<file path="src/rtl/column_feeder_pkg.sv">
`default_nettype none
// ============================================================================
// Module  : column_feeder_pkg
// Brief   : Shared column width, FSM state encoding and FIFO entry layout.
// Revision: 1.0
// ============================================================================
package column_feeder_pkg;

  localparam int COL_W = 3;

  typedef enum logic [1:0] {
    S_HOLD   = 2'd0,
    S_ARM    = 2'd1,
    S_STREAM = 2'd2
  } state_t;

  typedef struct packed {
    logic             sof;
    logic [COL_W-1:0] col;
  } col_entry_t;

endpackage
`default_nettype wire

</file>
<file path="src/rtl/column_fifo.sv">
`default_nettype none
// ============================================================================
// Module  : column_fifo
// Brief   : DEPTH-entry synchronous FIFO of {sof,col} entries, no fall-through.
// Revision: 1.0
// ============================================================================
module column_fifo
  import column_feeder_pkg::*;
#(
  parameter int DEPTH = 8
) (
  input  logic           clk,
  input  logic           reset,
  input  logic           i_push,
  input  logic [COL_W:0] i_data,
  input  logic           i_pop,
  output logic [COL_W:0] o_head,
  output logic           o_empty,
  output logic           o_full
);

  localparam int            c_addr_w = $clog2(DEPTH);
  localparam logic [c_addr_w:0] c_full_count = (c_addr_w + 1)'(DEPTH);

  logic [COL_W:0]      r_mem [DEPTH];
  logic [c_addr_w-1:0] r_wr_ptr;
  logic [c_addr_w-1:0] r_rd_ptr;
  logic [c_addr_w:0]   r_count;

  logic w_push;
  logic w_pop;

  // A full FIFO refuses pushes even when a pop happens in the same cycle.
  assign w_push  = i_push & ~o_full & ~reset;
  assign w_pop   = i_pop & ~o_empty;
  assign o_empty = (r_count == '0);
  assign o_full  = (r_count == c_full_count);
  assign o_head  = r_mem[r_rd_ptr];

  always_ff @(posedge clk) begin
    if (reset) begin
      r_wr_ptr <= '0;
      r_rd_ptr <= '0;
      r_count  <= '0;
    end else begin
      if (w_push) begin
        r_wr_ptr <= r_wr_ptr + 1'b1;
      end
      if (w_pop) begin
        r_rd_ptr <= r_rd_ptr + 1'b1;
      end
      case ({w_push, w_pop})
        2'b10:   r_count <= r_count + 1'b1;
        2'b01:   r_count <= r_count - 1'b1;
        default: r_count <= r_count;
      endcase
    end
  end

  always_ff @(posedge clk) begin
    if (w_push) begin
      r_mem[r_wr_ptr] <= i_data;
    end
  end

endmodule
`default_nettype wire

</file>
<file path="src/rtl/column_feeder.sv">
`default_nettype none
// ============================================================================
// Module  : column_feeder
// Brief   : Buffers glyph columns and feeds the reader one column/restart per
//           clock, inserting restarts at frame starts and blank filler on
//           underrun. Optional: COLUMN_FEEDER_UNDERRUN_CNT_EN adds underrun_cnt.
// Revision: 1.0
// ============================================================================
module column_feeder
  import column_feeder_pkg::*;
#(
  parameter int DEPTH = 8
) (
  input  logic             clk,
  input  logic             reset,
  input  logic             in_valid,
  output logic             in_ready,
  input  logic [COL_W-1:0] in_col,
  input  logic             in_sof,
  output logic [COL_W-1:0] out_bits,
  output logic             out_restart,
  output logic             out_valid
`ifdef COLUMN_FEEDER_UNDERRUN_CNT_EN
  ,
  output logic [15:0]      underrun_cnt
`endif
);

  state_t           r_state;
  state_t           w_state_nxt;
  logic [COL_W-1:0] r_bits;
  logic             r_restart;
  logic             r_valid;
  logic [COL_W-1:0] w_bits_nxt;
  logic             w_restart_nxt;
  logic             w_valid_nxt;
  logic             w_pop;
  logic             w_empty;
  logic             w_full;
  logic [COL_W:0]   w_head_raw;
  col_entry_t       w_head;
  col_entry_t       w_in_entry;

  assign in_ready   = ~w_full & ~reset;
  assign w_in_entry = '{sof: in_sof, col: in_col};
  assign w_head     = col_entry_t'(w_head_raw);

  column_fifo #(
    .DEPTH (DEPTH)
  ) u_fifo (
    .clk     (clk),
    .reset   (reset),
    .i_push  (in_valid & in_ready),
    .i_data  (w_in_entry),
    .i_pop   (w_pop),
    .o_head  (w_head_raw),
    .o_empty (w_empty),
    .o_full  (w_full)
  );

  always_ff @(posedge clk) begin
    if (reset) begin
      r_state <= S_HOLD;
    end else begin
      r_state <= w_state_nxt;
    end
  end

  always_comb begin
    w_state_nxt   = r_state;
    w_pop         = 1'b0;
    w_bits_nxt    = '0;
    w_restart_nxt = 1'b0;
    w_valid_nxt   = 1'b0;
    case (r_state)
      S_HOLD: begin
        w_restart_nxt = 1'b1;
        if (!w_empty) begin
          if (w_head.sof) begin
            w_state_nxt = S_ARM;
          end else begin
            w_pop = 1'b1;
          end
        end
      end
      S_ARM: begin
        // The sof head is never popped before ARM, so it is still present here.
        if (!w_empty) begin
          w_pop       = 1'b1;
          w_bits_nxt  = w_head.col;
          w_valid_nxt = 1'b1;
          w_state_nxt = S_STREAM;
        end else begin
          w_restart_nxt = 1'b1;
        end
      end
      S_STREAM: begin
        if (w_empty) begin
          w_state_nxt = S_STREAM;
        end else if (w_head.sof) begin
          w_restart_nxt = 1'b1;
          w_state_nxt   = S_ARM;
        end else begin
          w_pop       = 1'b1;
          w_bits_nxt  = w_head.col;
          w_valid_nxt = 1'b1;
        end
      end
      default: begin
        w_restart_nxt = 1'b1;
        w_state_nxt   = S_HOLD;
      end
    endcase
  end

  always_ff @(posedge clk) begin
    if (reset) begin
      r_bits    <= '0;
      r_restart <= 1'b1;
      r_valid   <= 1'b0;
    end else begin
      r_bits    <= w_bits_nxt;
      r_restart <= w_restart_nxt;
      r_valid   <= w_valid_nxt;
    end
  end

  assign out_bits    = r_bits;
  assign out_restart = r_restart;
  assign out_valid   = r_valid;

`ifdef COLUMN_FEEDER_UNDERRUN_CNT_EN
  logic [15:0] r_underrun_cnt;

  always_ff @(posedge clk) begin
    if (reset) begin
      r_underrun_cnt <= '0;
    end else if ((r_state == S_STREAM) && w_empty && (r_underrun_cnt != 16'hFFFF)) begin
      r_underrun_cnt <= r_underrun_cnt + 16'd1;
    end
  end

  assign underrun_cnt = r_underrun_cnt;
`endif

endmodule
`default_nettype wire

</file>
<file path="config.mk">
export PLATFORM = sky130hd
export DESIGN_NAME = column_feeder
export DESIGN_NICKNAME = d
export VERILOG_FILES = /design/src/rtl/column_feeder_pkg.sv /design/src/rtl/column_fifo.sv /design/src/rtl/column_feeder.sv
export SDC_FILE = /design/constraint.sdc
export NUM_CORES = 1
export LEC_CHECK = 0
export ABC_CLOCK_PERIOD_IN_PS = 3300
export BUFFER_PORTS_ARGS = -buffer_cell sky130_fd_sc_hd__buf_4
export CAP_MARGIN = 0
export CORE_MARGIN = 2
export CORE_UTILIZATION = 50
export DETAILED_ROUTE_END_ITERATION = 12
export GPL_TIMING_DRIVEN = 0
export PLACE_DENSITY = 0.71
export SYNTH_ARGS = -nofsm -noshare
export SYNTH_HDL_FRONTEND = slang
export SYNTH_SLANG_ARGS = --single-unit
</file>
<file path="constraint.sdc">
create_clock -name clk -period 3.3 [get_ports clk]
set_input_delay 0.165 -clock clk [delete_from_list [all_inputs] [get_ports clk]]
set_output_delay 0.165 -clock clk [all_outputs]
set_load 0.01 [all_outputs]
</file>
==> out/metrics.yaml <==
synth_ff_type: "edfxtp_1"
path_clk_slew_ps: 100
p_per_area_nw_per_um2: 672
min_path_cells: 1
endpoint_kind: "register"
met2_usage: 0.293
maxCapViolCount: 0
worstPathMaxFanout: 8
remaining_drc_errors: 0
vias: 1335
yosysWarnings: 0
antenna_found_initial: 0
htreeDepth: 2
layout-drive-gt1-share: 0.159
ioPinCount: 13
yosysTopAreaCell: "edfxtp_1"
yosys.cell_count.top_type: "edfxtp_1"
dieWidth_um: 70.7
grt_use_met1: 0.230
crit_chain: "buf_6 -> mux4_2 -> mux2_4 -> o31ai_4 -> ha_1 -> xor2_1 -> ha_1 -> a21oi_1 -> xor2_1 -> or3_1 -> a21oi_1"
portBuffers: 12
worst_skew_pair.late_latency_ps: 300
skew_ps: 8.99
hold_viol: 0
worstPathArrival_ps: 3360
detail_route.first_pass.iterations: 4
synthesis.area_um2: 2220
diodes: 0
final_cell_area_um2: 2470
finalWeightedCongestion: 0.717
initial_core_util: 0.514
synthTopCellsByCount: "edfxtp_1 (32), nor2_1 (23), dfxtp_1 (20)"
regToRegSetupSlack_ps: 180
post_drt_wl_per_cell_um: 17.1
place_area_um2: 2380
critical_path_class: "register to register"
grt_max_degree: 18
met3_usage: 0.0470
ys_ff_latch: 52
max_freq_mhz: 320
hold_buffers: 0
rsz0062_at_grt: "false"
relSlewSlack: 0.415
fin_hold_ws_ps: 94.4
grt_busiest_layer: "met2"
crit_slowest_cell: "mux4_2"
yosysSeqAreaShare: 0.612
cts_inserted_buffers: 5
avgSynthCellArea_um2: 13.6
viasPerCell: 5.71
hold-path-endpoint: "u_fifo.r_mem[0][3]$_DFFE_PP_"
synth_top_cells_by_area: "edfxtp_1 (43%), dfxtp_1 (18%), mux4_1 (7.1%), ha_1 (5.1%), nor2_1 (3.9%)"
worstHoldStart: "in_sof"
fin_ws_ps: 175
finalPower_w: 0.00166
vdd_drop_max_mv: 0.284
setup_viol: 0
synth_top_cell_area_share: 0.432
leakagePower_nw: 0.889
status: "completed"
grt_pass1_vias: 1376
worstPathRequired_ps: 3530
r2r-end: "u_fifo.r_count[2]$_SDFFE_PP0P_"
async_reset_ff_frac: 0
design.core.area_um2: 4320
die-area_um2: 5000
hold_class: "input pin to register"
finalCritPeriodShare: 0.947
fin_nets: 197
period_minus_slack_ps: 3120
overflow: 0
yosys.cell_types.count: 33
postRouteAntennaNets: 0
max_stage_delay_ps: 490
cts_root_buf: "clkbuf_8"
cts.sinks: 52
maxSlewViolCount: 0
dp_slack_ps: 108
syn-num-nets: 179
detail_route.iter0.violations: 58
wl_mm: 4.00
worstRegToRegCells: 11
cts_tree: "done"
track_usage: 0.177
clk_path_buf_depth: 2
start_kind: "register"
grt_pass1_wl_mm: 6.67
tightest_slew_ps: 871
syn_inst: 163
dp_hpwl_mm: 2.83
die_y_um: 70.7
synth_enable_flop_cells: 32
setup_tns_ps: 0
area_growth_pct: 11.1
rows: 24
## per-layer routing
layer / vias to the layer above / part of all wire
met5: - / 0
met4: 0 / 0.012
met3: 7 / 0.031
met2: 29 / 0.49
met1: 659 / 0.47
li1: 640 / -
## per-stage QoR
step                      utilization  instances
after floorplan                     -        163
after global placement          0.550        227
after detailed placement        0.550        227
after CTS                       0.571        235
after global routing            0.571        234
final                           0.571        234
## what timing repair did
action / in CTS / in global routing
setup buffers: 0 / 0
endpoints found under the hold margin: 0 / 0
gates resized for setup: 0 / 1
endpoints found under the setup margin: 0 / 1
## state kept, by name, summed over array words and instances (netlist names), named ones only
register and flops:
out_valid 1, r_state 2, u_fifo.r_count 4, u_fifo.r_wr_ptr 3
u_fifo.r_rd_ptr 3, u_fifo.r_mem 32, out_bits 3, out_restart 1
## critical path, delay by kind of cell (launching register included)
kind                       cells  cell delay, ps
muxes                          2             810
AOI/OAI and AO/OA              3             590
adders and majority gates      2             510
xor gates and xnor gates       2             360
DFF                            1             340
and+or+nand+nor                1             310
buffers and inverters          1             140
## cell usage in the layout, fill, tap and decap left out, types with 2 or more instances in the layout
cell and instances:
nor2_1 23, mux2i_1 4, nand3b_1 3, a21oi_1 8, dfxtp_1 20, xnor2_1 2
nand2_1 7, mux4_1 6, nor3_1 3, clkbuf_8 5, o21ai_0 8, nand2b_1 5
inv_1 4, xor2_1 4, edfxtp_1 32, clkbuf_1 2, ha_1 9, buf_4 12
nand3_1 5, mux4_2 2
## logic make-up after synthesis
logic type	synth area share
multiplexers	0.116
AND/OR/NAND/NOR	0.119
AO/OA/AOI/OAI	0.0574
flip-flops	0.612
XOR/XNOR	0.0236
adder cells (fa/ha/maj)	0.0506
buffers and inverters	0.0214
## where the power goes
| group | leakage, nW | total, W | switching, W | internal, W |
|---|---|---|---|---|
| Sequential | 0.452 | 0.000795 | 0.0000524 | 0.000743 |
| Clock | 0.0445 | 0.000360 | 0.000210 | 0.000151 |
| Combinational | 0.392 | 0.000504 | 0.000284 | 0.000220 |
## cell type report
cell class | count | area [µm²]
plain buffers | 4 | 28.8
clock buffers | 5 | 68.8
clock inverters | 3 | 21.3
fillers | 357 | 1850
inverters | 4 | 15.0
multi-input cells | 102 | 821
flip-flops and latches | 52 | 1360
well taps | 52 | 65.1
repair buffers | 12 | 90.1
## how the worst max path moves through the flow
stage,start,to,slack (ps),cells after the start
6_report,register,u_fifo.r_count[2]$_SDFFE_PP0P_,180,11
5_1_grt,register,u_fifo.r_count[2]$_SDFFE_PP0P_,6,11
4_1_cts,u_fifo.r_count[1]$_SDFFE_PP0P_,u_fifo.r_count[2]$_SDFFE_PP0P_,80,10
3_5_place_dp,u_fifo.r_count[1]$_SDFFE_PP0P_,u_fifo.r_count[2]$_SDFFE_PP0P_,110,10
3_3_place_gp,u_fifo.r_count[1]$_SDFFE_PP0P_,u_fifo.r_count[2]$_SDFFE_PP0P_,280,10
2_1_floorplan,register,u_fifo.r_count[2]$_SDFFE_PP0P_,490,11
(Power assumes the default switching activity.)
